### src/rtl/instr_encoder.sv
// rtl/instr_encoder.sv - packs decoded RV32I fields into instruction words and streams them to instruction memory
// Optional U/J immediate formats are enabled by defining INSTR_ENC_UJ_EN.
module instr_encoder #(
    parameter int ADDR_W = 32,
    parameter int CNT_W  = 16
) (
    input  logic              clk,
    input  logic              rst,
    input  logic              in_valid,
    output logic              in_ready,
    input  logic [2:0]        imm_src,
    input  logic [6:0]        opcode,
    input  logic [2:0]        funct3,
    input  logic [6:0]        funct7,
    input  logic [4:0]        rd,
    input  logic [4:0]        rs1,
    input  logic [4:0]        rs2,
    input  logic [31:0]       imm,
    input  logic              addr_load,
    input  logic [ADDR_W-1:0] addr_in,
    input  logic              clr_err,
    output logic              out_valid,
    input  logic              out_ready,
    output logic [ADDR_W-1:0] wr_addr,
    output logic [31:0]       wr_data,
    output logic              err_range,
    output logic              err_align,
    output logic              err_type,
    output logic [CNT_W-1:0]  instr_cnt,
    output logic [CNT_W-1:0]  err_cnt
);

    localparam logic [6:0]        OP_IMM    = 7'b0010011;
    localparam logic [ADDR_W-1:0] ADDR_STEP = ADDR_W'(4);
    localparam logic [CNT_W-1:0]  CNT_ONE   = CNT_W'(1);

    logic [ADDR_W-1:0] addr_cnt;
    logic [ADDR_W-1:0] base_addr;
    logic [31:0]       enc_word;
    logic              bad_range;
    logic              bad_align;
    logic              bad_type;
    logic              is_shift;
    logic              fits12;
    logic              fits13;
    logic              handshake;
    logic              legal;

    // Sign-extension tests: all bits above the field's sign bit must match it.
    assign fits12 = (&imm[31:11]) || !(|imm[31:11]);
    assign fits13 = (&imm[31:12]) || !(|imm[31:12]);
    assign is_shift = (opcode == OP_IMM) && ((funct3 == 3'b001) || (funct3 == 3'b101));

    assign in_ready  = !rst && (!out_valid || out_ready);
    assign handshake = in_valid && in_ready;
    assign legal     = !(bad_range || bad_align || bad_type);
    assign base_addr = addr_load ? addr_in : addr_cnt;

`ifdef INSTR_ENC_UJ_EN
    logic fits21;
    assign fits21 = (&imm[31:20]) || !(|imm[31:20]);
`endif

    always_comb begin
        enc_word  = '0;
        bad_range = 1'b0;
        bad_align = 1'b0;
        bad_type  = 1'b0;
        case (imm_src)
            3'b000: begin
                if (is_shift) begin
                    enc_word  = {funct7, imm[4:0], rs1, funct3, rd, opcode};
                    bad_range = |imm[31:5];
                end else begin
                    enc_word  = {imm[11:0], rs1, funct3, rd, opcode};
                    bad_range = !fits12;
                end
            end
            3'b001: begin
                enc_word  = {imm[11:5], rs2, rs1, funct3, imm[4:0], opcode};
                bad_range = !fits12;
            end
            3'b101: begin
                enc_word  = {imm[12], imm[10:5], rs2, rs1, funct3, imm[4:1], imm[11], opcode};
                // 4095 sign-extends cleanly but exceeds the largest even offset.
                bad_range = !fits13 || (imm[12:0] == 13'h0FFF);
                bad_align = imm[0];
            end
`ifdef INSTR_ENC_UJ_EN
            3'b010: begin
                enc_word  = {imm[31:12], rd, opcode};
                bad_align = |imm[11:0];
            end
            3'b011: begin
                enc_word  = {imm[20], imm[10:1], imm[11], imm[19:12], rd, opcode};
                bad_range = !fits21 || (imm[20:0] == 21'h0FFFFF);
                bad_align = imm[0];
            end
`endif
            default: bad_type = 1'b1;
        endcase
    end

    always_ff @(posedge clk or posedge rst) begin
        if (rst) begin
            out_valid <= 1'b0;
            wr_addr   <= '0;
            wr_data   <= '0;
            addr_cnt  <= '0;
            err_range <= 1'b0;
            err_align <= 1'b0;
            err_type  <= 1'b0;
            instr_cnt <= '0;
            err_cnt   <= '0;
        end else begin
            // A fresh error wins over a simultaneous clear.
            err_range <= (err_range && !clr_err) || (handshake && bad_range);
            err_align <= (err_align && !clr_err) || (handshake && bad_align);
            err_type  <= (err_type  && !clr_err) || (handshake && bad_type);

            if (handshake && legal) begin
                out_valid <= 1'b1;
                wr_addr   <= base_addr;
                wr_data   <= enc_word;
                addr_cnt  <= base_addr + ADDR_STEP;
                if (instr_cnt != '1) begin
                    instr_cnt <= instr_cnt + CNT_ONE;
                end
            end else begin
                if (handshake || out_ready) begin
                    out_valid <= 1'b0;
                end
                if (addr_load) begin
                    addr_cnt <= addr_in;
                end
                if (handshake && err_cnt != '1) begin
                    err_cnt <= err_cnt + CNT_ONE;
                end
            end
        end
    end

endmodule

### config.mk
export PLATFORM = sky130hd
export DESIGN_NAME = instr_encoder
export DESIGN_NICKNAME = d
export VERILOG_FILES = /design/src/rtl/instr_encoder.sv
export SDC_FILE = /design/constraint.sdc
export NUM_CORES = 1
export LEC_CHECK = 0
export CORE_AREA = 5 5 144 146
export DETAILED_ROUTE_END_ITERATION = 12
export DIE_AREA = 0 0 149 151
export PLACE_DENSITY = 0.59
export SYNTH_ARGS = -nofsm -noshare
export SYNTH_HDL_FRONTEND = slang
export SYNTH_SLANG_ARGS = --single-unit
### constraint.sdc
create_clock -name clk -period 8.2 [get_ports clk]
set_clock_uncertainty 0.1 [all_clocks]
set_input_delay 0.82 -clock clk [delete_from_list [all_inputs] [get_ports clk]]
set_output_delay 0.82 -clock clk [all_outputs]
set_load 0.05 [all_outputs]
==> flow_summary.yaml <==
placement:
  port_buffers: 205
  dpl.cell_count: 1093
  place.gp.congestion: 0.794
  dpl.hpwl_microns: 13500
logic_synthesis:
  ys_seq_elements: 132
  synth-edff-count: 0
  synthArstFlopShare: 1.00
  synth_fp_nets: 760
  syn_area_sq_um: 6610
  synth_area_per_cell_sq_um: 10.1
  synthAdderAreaFrac: 0.00568
  ys.flop_type: "dfrtp_1"
  yosys_warnings: 0
  synth_top_family_by_area: "simple AND/OR/NAND/NOR gates"
  synth-simple-area-share: 0.221
  synthMuxAreaShare: 0.0616
  synth_xor_xnor_area_share: 0.0796
  synth_cell_types: 59
  synth_compound_area_frac: 0.100
  yosysSeqAreaShare: 0.500
  syn_inst: 652
timing:
  maxSlewViolCount: 0
  finalCriticalPeriod_ns: 4.42
  tns_ns: 0
  hold_viol: 0
  fin_crit_sh: 0.539
  worstMarginPinSlew_ns: 0.854
  setup_viol: 0
  rsz0062_at_grt: "no"
  relSlewSlack: 0.431
  clock.fmax_ghz: 0.226
clocking:
  cts_buffers: 17
  root_buffer: "clkbuf_16"
  cts.clk_slew.worst_paths_ns: 0.06
  ctsResizeCount: 0
  ctsHoldBuffers: 0
  cts_tree: "done"
  postCtsSetupRepairBufs: 0
  cts.path.max_buffers: 2
  clock_sinks: 132
  htreeDepth: 4
  insertion_delay_ns: 0.41
global_routing:
  grt_pass1_wl_microns: 29600
  antenna_found_initial: 0
  track_usage: 0.166
  grt_pass1_vias: 5586
  globalRoute.totalOverflow: 0
  grt_max_degree: 75
  gr-usage-met1: 0.229
  grtUsageMet2: 0.252
  use_met3: 0.0383
  grt-busiest-layer: "met2"
floorplanning:
  fp.dieH_microns: 151
  rows: 51
  die_w_microns: 149
  die_area_sq_um: 22500
  ios: 206
  initial_core_util: 0.343
  core_region_area_sq_um: 19300
run_status:
  status: "complete, no violations"
finish:
  multi_input_area_sq_um: 3100
  nets: 955
  regArea_sq_um: 3300
  post-route-util: 0.491
  area_growth_pct: 43.2
  instances_no_fill: 1125
  diodes: 0
  fillers: 1868
  drive_gt1_frac: 0.0872
critical_path:
  worstSetupPathType: "in -> reg"
  start_kind: "input pin"
  required_ns: 8.40
  critPathMaxFanout: 69
  crit_arrival_ns: 4.62
  crit_path_end_kind: "flip-flop"
power:
  p_comb_frac: 0.340
  intPower_mw: 1.55
  p_seq_frac: 0.346
  power_density_nw_per_um2: 260
  sw_frac_of_total: 0.371
  clock_power_share: 0.314
  peakVddDrop_uv: 218
  power.switching_mw: 0.913
  p_leak_nw: 3.96
route:
  drc: 0
  drtPass1Iterations: 4
  wirelength_microns: 18600
  ant_nets: 0
  vias_per_cell: 4.91
  num_vias: 5524
  wl_per_cell_microns: 16.5
  first_iter_violations: 228
job:
  maxCapViolations: 0
worst_hold_path:
  hp-class: "reg -> reg"
per-layer routing:
metal  vias up  part of all wire
li1       2707                 -
met2       141              0.46
met5         -                 0
met4         0             0.025
met1      2646              0.46
met3        30             0.052
power by group through the flow:
stage | clock network [mW] | logic (mW) | registers (mW)
after floorplan | 0 | 0.170 | 1.21
after global placement | 0 | 0.841 | 0.862
after detailed placement | 0 | 0.844 | 0.863
after CTS | 0.795 | 0.846 | 0.854
after global routing | 0.825 | 0.886 | 0.872
final | 0.772 | 0.837 | 0.853
flip-flops by register name (all words and copies together) (netlist names):
| signal | flops |
|---|---|
| err_cnt | 16 |
| wr_data | 32 |
| err_align | 1 |
| instr_cnt | 16 |
| err_range | 1 |
| err_type | 1 |
| out_valid | 1 |
| wr_addr | 32 |
| addr_cnt | 32 |
critical path: stages:
cell	delay (ns)
clkdlybuf4s50_1	0.47
inv_6	0.46
nand3_1	0.35
or3b_2	0.56
a31oi_4	0.32
o21a_2	0.51
buf_4	0.46
and2_1	0.23
mux2_2	0.34
final timing paths:
path | from | to | slack, ns | depth (start not counted)
min in group asynchronous | rst | instr_cnt[15]$_DFFE_PP0P_ | 0.76 | 2
setup reg to reg | out_valid$_DFFE_PP0P_ | instr_cnt[1]$_DFFE_PP0P_ | 4.86 | 8
max in group asynchronous | rst | wr_addr[29]$_DFFE_PP0P_ | 5.95 | 3
setup / recovery | rst | instr_cnt[1]$_DFFE_PP0P_ | 3.78 | 9
hold / removal | wr_data[14]$_DFFE_PP0P_ | wr_data[14]$_DFFE_PP0P_ | 0.37 | 2
hold reg to reg | wr_data[14]$_DFFE_PP0P_ | wr_data[14]$_DFFE_PP0P_ | 0.37 | 2
layout by cell type, fill, tap and decap left out, types with 2 or more instances in the layout:
cell,count
nand3b_1,2
clkbuf_16,17
nor4_1,7
clkinv_2,6
a21oi_1,11
nand4_1,20
buf_4,5
a32oi_1,3
a221oi_1,15
mux2i_1,26
ha_1,3
o21a_1,2
xor2_1,31
nand2_1,101
nor3_1,11
nand3_1,25
and2_1,4
nor3b_1,2
xnor2_1,29
nor2b_1,7
nor2_1,59
dfrtp_1,132
nand4b_1,2
and4_1,2
nor4_2,9
a32o_1,4
o21ai_0,29
bufinv_16,3
clkinvlp_4,2
clkdlybuf4s50_1,204
or3_1,5
and3_1,16
inv_1,8
o2111ai_1,8
clkinv_4,3
nand2b_1,3
nor4b_2,2
mux2_2,13
o22ai_1,3
cell type report:
| cell class | instances | share of cell area |
|---|---|---|
| Timing Repair Buffer | 210 | 0.220 |
| Inverter | 10 | 0.00450 |
| Clock buffer | 18 | 0.0464 |
| Sequential cell | 132 | 0.349 |
| Tap cell | 265 | 0.0351 |
| Clock inverter | 14 | 0.0171 |
| Multi-Input combinational cell | 476 | 0.327 |
cell usage after synthesis, types with 4 or more instances:
library cell,count,area share
nor3_1,11,0.0083
xor2_1,31,0.041
mux2_2,13,0.022
and3_1,16,0.015
nand4_1,20,0.019
nand3_1,25,0.019
dfrtp_1,132,0.50
nor2b_1,7,0.0066
and2_1,4,0.0038
nor4_1,7,0.0066
buf_1,5,0.0028
clkbuf_1,15,0.0085
mux2i_1,26,0.039
or3_1,5,0.0047
nand2_1,101,0.057
nor2_1,59,0.034
a21oi_1,11,0.0083
o21ai_0,29,0.022
o2111ai_1,8,0.011
a32o_1,4,0.0061
buf_2,9,0.0068
a221oi_1,15,0.020
nor4_2,9,0.017
inv_1,9,0.0051
xnor2_1,29,0.038
stage by stage:
step | hold slack (ns) | setup WS, ns | instance area, sq um | total power [mW]
3_5_place_dp | 0.362 | 3.25 | 8860 | 1.71
2_1_floorplan | 0.368 | 2.10 | 6610 | 1.38
5_1_grt | 0.390 | 3.46 | 9460 | 2.58
6_report | 0.372 | 3.78 | 9460 | 2.46
3_3_place_gp | 0.358 | 3.34 | 8860 | 1.70
4_1_cts | 0.377 | 3.69 | 9460 | 2.49
kinds of logic (layout without fill, tap and decap cells):
group	count (synthesis)	in the layout
AOI/OAI and AO/OA	88	88
xor gates and xnor gates	60	60
adders and majority gates	3	3
buffers and inverters	44	252
DFF	132	132
muxes	39	39
and+or+nand+nor	286	286
No activity file was read; power rests on OpenSTA's default activity.
